==> src/rtl/univ_shift_reg.sv <==
// Universal register: hold / shift-left / shift-right / parallel load with optional
// rotate, a registered complement output and a full-transfer completion pulse.
module univ_shift_reg #(
    parameter int               WIDTH     = 8,
    parameter logic [WIDTH-1:0] RESET_VAL = '0,
    parameter bit               ROTATE    = 1'b0,
    localparam int              CW        = $clog2(WIDTH + 1)
) (
    input  logic             clk,
    input  logic             reset,
    input  logic             enable,
    input  logic [1:0]       mode,
    input  logic             ser_in,
    input  logic [WIDTH-1:0] data,
    output logic [WIDTH-1:0] q,
    output logic [WIDTH-1:0] q_n,
    output logic             ser_out_msb,
    output logic             ser_out_lsb,
    output logic [CW-1:0]    shift_cnt,
    output logic             shift_done
);
    localparam logic [1:0]    MODE_HOLD = 2'b00;
    localparam logic [1:0]    MODE_SHL  = 2'b01;
    localparam logic [1:0]    MODE_SHR  = 2'b10;
    localparam logic [1:0]    MODE_LOAD = 2'b11;
    localparam logic [CW-1:0] CNT_LAST  = CW'(WIDTH - 1);

    logic             shl_in;
    logic             shr_in;
    logic [WIDTH-1:0] q_shl;
    logic [WIDTH-1:0] q_shr;
    logic [WIDTH-1:0] q_next;
    logic             do_shift;
    logic             do_load;

    // With ROTATE the bit leaving one end re-enters at the other.
    assign shl_in = ROTATE ? q[WIDTH-1] : ser_in;
    assign shr_in = ROTATE ? q[0]       : ser_in;

    generate
        if (WIDTH == 1) begin : g_w1
            assign q_shl = shl_in;
            assign q_shr = shr_in;
        end else begin : g_wn
            assign q_shl = {q[WIDTH-2:0], shl_in};
            assign q_shr = {shr_in, q[WIDTH-1:1]};
        end
    endgenerate

    always_comb begin
        q_next   = q;
        do_shift = 1'b0;
        do_load  = 1'b0;
        if (enable) begin
            case (mode)
                MODE_HOLD: q_next = q;
                MODE_SHL: begin
                    q_next   = q_shl;
                    do_shift = 1'b1;
                end
                MODE_SHR: begin
                    q_next   = q_shr;
                    do_shift = 1'b1;
                end
                MODE_LOAD: begin
                    q_next  = data;
                    do_load = 1'b1;
                end
            endcase
        end
    end

    // q_n is registered from the same next value so it never disagrees with q.
    always_ff @(posedge clk or posedge reset) begin
        if (reset) begin
            q          <= RESET_VAL;
            q_n        <= ~RESET_VAL;
            shift_cnt  <= '0;
            shift_done <= 1'b0;
        end else begin
            q          <= q_next;
            q_n        <= ~q_next;
            shift_done <= 1'b0;
            if (do_load) begin
                shift_cnt <= '0;
            end else if (do_shift) begin
                if (shift_cnt == CNT_LAST) begin
                    shift_cnt  <= '0;
                    shift_done <= 1'b1;
                end else begin
                    shift_cnt <= shift_cnt + CW'(1);
                end
            end
        end
    end

    assign ser_out_msb = q[WIDTH-1];
    assign ser_out_lsb = q[0];

endmodule

==> config.mk <==
export PLATFORM = sky130hd
export DESIGN_NAME = univ_shift_reg
export DESIGN_NICKNAME = d
export VERILOG_FILES = /design/src/rtl/univ_shift_reg.sv
export SDC_FILE = /design/constraint.sdc
export NUM_CORES = 1
export LEC_CHECK = 0
export CAP_MARGIN = 10
export CORE_ASPECT_RATIO = 1.2
export CORE_MARGIN = 1
export CORE_UTILIZATION = 43
export CTS_CLUSTER_DIAMETER = 150
export CTS_CLUSTER_SIZE = 25
export DETAILED_ROUTE_END_ITERATION = 6
export GPL_TIMING_DRIVEN = 1
export PLACE_DENSITY = 0.78
export SYNTH_ARGS = -nofsm -noshare
export SYNTH_HDL_FRONTEND = slang
export SYNTH_SLANG_ARGS = --single-unit
==> constraint.sdc <==
create_clock -name clk -period 1.4 [get_ports clk]
set_input_delay 0.21 -clock clk [delete_from_list [all_inputs] [get_ports clk]]
set_output_delay 0.21 -clock clk [all_outputs]
set_load 0.01 [all_outputs]
==> results of run 1 <==
-- worst min path at each step --
stage,from,to,cells past startpoint
4_1_cts,reset,async pin,3
3_3_place_gp,shift_cnt[3],shift_done,1
2_1_floorplan,reset,async pin,1
6_report,reset,shift_cnt[3],3
5_1_grt,reset,shift_cnt[3],3
3_5_place_dp,shift_cnt[3],shift_done,1
-- worst max-delay path, stage by stage, from the launching register on --
cell           delay, ns
dfrtp_1             0.39
buf_4               0.14
dlygate4sd2_1       0.28
-- logic make-up (layout without fill, tap and decap cells) --
group	Yosys count	after routing	synth area share, %
compound gates	32	32	22.94
simple gates	20	20	10.85
fa+ha+maj	5	5	6.165
flops	21	21	52.77
buf+inv	11	61	7.274
-- layout make-up --
| cell class | instances | share of cell area [%] |
|---|---|---|
| clock buffers | 4 | 1.707 |
| inverters | 4 | 0.9756 |
| multi-input cells | 57 | 28.29 |
| flip-flops and latches | 21 | 34.88 |
| well taps | 30 | 2.439 |
| repair buffers | 53 | 31.71 |
-- cells in the mapped netlist --
cell type  count  area share (%)
dfrtp_1       13              32
nand2_1       11             4.1
a222oi_1       8             7.9
dfstp_2        8              21
o21a_1         8             5.9
o21ai_0        8             3.9
ha_1           5             6.2
buf_6          3             3.3
inv_1          3             1.1
o21ai_1        3             1.5
buf_2          2            0.99
buf_4          2             1.5
o2bb2ai_1      2             1.7
a21oi_1        1            0.49
a22o_1         1            0.86
a31oi_1        1            0.62
and4_1         1            0.86
and4b_1        1            0.99
and4bb_2       1             1.2
inv_2          1            0.37
nand2b_2       1            0.86
nand3b_1       1            0.74
nor2_1         1            0.37
nor2b_1        1            0.62
nor3_1         1            0.49
nor4_1         1            0.62
-- report_power, final --
group | switching (mW) | internal, mW
Combinational | 0.321 | 0.358
Sequential | 0.0527 | 0.732
Clock | 0.169 | 0.111
-- layer usage --
layer,vias up,share of wire [%],GRT usage (%)
met5,-,0,0
met1,447,40,23.77
li1,431,-,-
met3,2,6.1,3.268
met4,0,0.47,7.563
met2,49,54,35.32
-- what timing repair did --
item	4_1_cts	5_1_grt
setup buffers	11	1
resized for setup	24	10
pin swaps	5	3
setup endpoints to repair	39	22
==> flow_summary.yaml, run 1 <==
run_status:
  status: "finished, final reports clean"
floorplan:
  initial_core_util_pct: 47.43
  core_um2: 2140
  die_area_um2: 2559
  pin_count: 37
  die_h_um: 55.22
  num_rows: 18
  die_x_um: 46.35
place:
  pre_cts_slack_ns: -0.4172
  dpl.hpwl_um: 1602
  dp_cells: 153
  portBuffers: 36
  gp_congestion: 0.7648
  placed_area_um2: 1404
worst_setup_path:
  cp_data_required_time_ns: 1.19
  reg2regPathDepth: 5
  cp_max_fo: 3
  r2r_end: "shift_cnt[2]"
  arrival_ns: 1.10
  cp-end-kind: "output pin"
  worstSetupStartpointType: "flop"
  r2r_start: "shift_cnt[1]"
  crit_end: "q[7]"
  critPathKind: "flop to output pin"
  r2r_slack_ns: 0.12
synth:
  syn-instance-count: 89
  synth_warnings: 0
  synth_cell_types: 26
  seq_area_frac_synth_pct: 52.77
  ys_ff_latch: 21
  syn-num-nets: 108
  syn_area_per_cell_um2: 11.40
  syn_area_um2: 1015
job:
  cap_violations: 0
final_layout:
  drive_above_1_share_pct: 26.62
  multi_input_area_um2: 435.4
  fin_cells: 169
  final_area_um2: 1539
  mostFrequentLayoutCell: "dlygate4sd2_1"
  final_cell_mix: "dlygate4sd2_1, buf_4, dfrtp_1"
  fin_util_pct: 71.93
  diodes: 0
  register_area_um2: 536.8
  area_delta_synth_final_pct: 51.67
  nFillCells: 167
  nNetsFinal: 159
global_route:
  antenna_found_initial: 0
  grt_pass1_wl_um: 3815
  grtUsageTotal_pct: 20.39
  grt_pass1_vias: 863
  overflow: 0
  grt_max_degree: 25
timing:
  timing.hold.ws_ns: 0.2395
  final-setup-viol-count: 0
  slew_headroom_pct: 73.62
  worst_pin_slew_ns: 0.3957
  min_period_over_period_pct: 93.49
  skew_ns: 0.004549
  setup_tns_ns: 0
  rsz0062_at_grt: "false"
  fin_ws_ns: 0.09117
  fmax_mhz: 764.0
  hold_viol: 0
  layout_min_cycle_time_ns: 1.309
  slew_violations: 0
routing:
  drt_iter0_drc: 43
  vias_per_cell: 5.497
  routed_wl_um: 2566
  drc_errors: 0
  detail_route.wl_per_cell_um: 15.18
  firstDrtPassIters: 5
  vias: 929
  ant_nets: 0
power:
  p_per_area_nw_per_um2: 1133
  p_total_mw: 1.743
  vdd_drop_max_v: 0.0008282
  total_leakage_power_nw: 0.7439
cts:
  cts_hold_buf: 0
  cts_root_buffer: "clkbuf_4"
  worst_skew_pair.late_latency_ns: 0.29
  clock_sinks: 21
  ctsLongestPathBuffers: 2
  cts_buffers: 3
  clk_pin_slew_ns: 0.11
  h-tree-depth: 1
  cts_tree: "built"
hold_path:
  hold_path_class: "primary input to async pin"
No activity file was read; power rests on OpenSTA's default activity.
==> run 2: changes to the inputs <==
--- a/config.mk
+++ b/config.mk
@@ -7,7 +7,7 @@
 export LEC_CHECK = 0
 export CAP_MARGIN = 10
 export CORE_ASPECT_RATIO = 1.2
-export CORE_MARGIN = 1
+export CORE_MARGIN = 2
 export CORE_UTILIZATION = 43
 export CTS_CLUSTER_DIAMETER = 150
 export CTS_CLUSTER_SIZE = 25
==> run 2 against run 1 <==
  * Utilization down 2.6 points
  * Global-route usage down 0.70 points
  * Clock skew up 0.0076 ns
  * Critical path depth unchanged
  * Die area up 8.1%
  * Critical path type unchanged
==> flow_summary.yaml, run 2 (same netlist as run 1, synthesis figures left out) <==
floorplan:
  pin_count: 37
  core_um2: 2258
  die_area_um2: 2766
  die_x_um: 48.35
  num_rows: 19
  initial_core_util_pct: 44.93
  die_h_um: 57.22
cts:
  worst_skew_pair.late_latency_ns: 0.31
  ctsLongestPathBuffers: 2
  clock_sinks: 21
  cts_buffers: 3
  clk_pin_slew_ns: 0.13
  h-tree-depth: 1
  cts_root_buffer: "clkbuf_4"
  cts_tree: "built"
worst_setup_path:
  critPathKind: "flop to output pin"
  arrival_ns: 1.13
  crit_chain: "buf_4, dlygate4sd2_1"
  cp-end-kind: "output pin"
  path_buf_inv: 2
  worstSetupStartpointType: "flop"
  cp_max_fo: 3
  crit_family: "buffers and inverters"
  worst-path-stages: 2
  max_stage_delay_ns: 0.41
  cp_slowest_cell: "dfrtp_1"
  reg2regPathDepth: 5
  cp_data_required_time_ns: 1.19
place:
  gp_congestion: 0.8119
  placed_area_um2: 1413
  dp_cells: 155
  dpl.hpwl_um: 1647
  portBuffers: 36
hold_path:
  hold_path_class: "primary input to async pin"
timing:
  hold_viol: 0
  min_period_over_period_pct: 95.84
  slew_headroom_pct: 73.76
  layout_min_cycle_time_ns: 1.342
  worst_pin_slew_ns: 0.3935
  fmax_mhz: 745.3
  final-setup-viol-count: 0
  slew_violations: 0
  skew_ns: 0.01219
final_layout:
  area_delta_synth_final_pct: 54.38
  diodes: 0
  mostFrequentLayoutCell: "dlygate4sd2_1"
  nNetsFinal: 164
  drive_above_1_share_pct: 29.86
  fin_cells: 175
  fin_util_pct: 69.36
  nFillCells: 187
  final_area_um2: 1567
  final_cell_mix: "dlygate4sd2_1, buf_4, dfrtp_1"
power:
  comb_power_share_pct: 39.5
  total_leakage_power_nw: 0.7394
  vdd_drop_max_v: 0.0008004
  power.switching_uw: 560.9
  power_frac_seq_pct: 43.9
  switching_share_pct: 31.64
  pwr-share-clk_pct: 16.6
  intPower_mw: 1.212
  p_per_area_nw_per_um2: 1132
routing:
  vias: 917
  detail_route.wl_per_cell_um: 14.27
  firstDrtPassIters: 4
  routed_wl_um: 2497
  drc_errors: 0
  ant_nets: 0
  drt_iter0_drc: 41
  vias_per_cell: 5.240
job:
  cap_violations: 0
global_route:
  grtUsageTotal_pct: 19.68
  antenna_found_initial: 0
  grt_pass1_vias: 1017
  overflow: 0
  grt_max_degree: 25
  grt_pass1_wl_um: 4284
run_status:
  status: "finished, final reports clean"
[run 2: cell count changes in the layout (fill, tap and decap cells not counted), sizes merged]
cell,previous run,this run
dlymetal6s2s,5,2
dlygate4sd2,20,23
clkinv,0,1
buf,17,22
clkbuf,4,3
[run 2: final timing paths]
kind | startpoint | endpoint | slack [ns]
setup / recovery | flop | ser_out_msb | 0.06
hold / removal | reset | shift_cnt[0] | 0.21
setup reg to reg | flop | flop | 0.09
hold reg to reg | shift_cnt[3] | shift_done | 0.60
max in group asynchronous | reset | q_n[4] | 0.90
min in group clk | mode[1] | shift_cnt[2] | 0.51
[run 2: cell type report]
class / count / area, um2 / share of cell area (%)
multi-input cells: 57 / 435.4 / 27.80
clock buffers: 3 / 22.52 / 1.438
inverters: 4 / 15.01 / 0.9585
repair buffers: 58 / 514.2 / 32.83
flip-flops and latches: 21 / 535.5 / 34.19
clock inverters: 1 / 5.005 / 0.3195
well taps: 31 / 38.79 / 2.476
[run 2: tightest hold or removal path: stages]
cell and delay (ns):
clkdlybuf4s50_1 0.39, inv_1 0.05, buf_4 0.26
[run 2: power by group through the flow]
stage | Clock [mW] | Combinational [mW] | Sequential [mW]
after floorplan | 0 | 0.225 | 0.873
after global placement | 0 | 0.570 | 0.836
after detailed placement | 0 | 0.586 | 0.841
after CTS | 0.301 | 0.685 | 0.778
after global routing | 0.327 | 0.765 | 0.792
final | 0.294 | 0.700 | 0.778
[run 2: through the flow]
stage               power, mW  setup TNS, ns  setup WS [ns]  hold slack, ns
CTS                     1.763              0       0.001893          0.2251
global placement        1.405         -6.587        -0.3893          0.5118
floorplan               1.098              0         0.2448          0.1806
global route            1.885      -0.001985      -0.001985          0.2436
finish                  1.773              0        0.05817          0.2108
detailed placement      1.427         -7.731        -0.4577          0.5086
[run 2: routing by layer]
layer  GRT usage (%)  vias to the layer above  wire (um)
met5               0                        -          0
li1                -                      446          -
met3           4.450                        4        179
met4           12.24                        0         29
met1           20.59                      431        940
met2           35.91                       36       1348
[run 2: timing repair]
item / 4_1_cts / 5_1_grt
hold buffers: 0 / 0
resized for setup: 31 / 5
buffers inserted: 13 / 3
endpoints found under the setup margin: 41 / 15
pin swaps: 3 / 5
endpoints found under the hold margin: 0 / 0
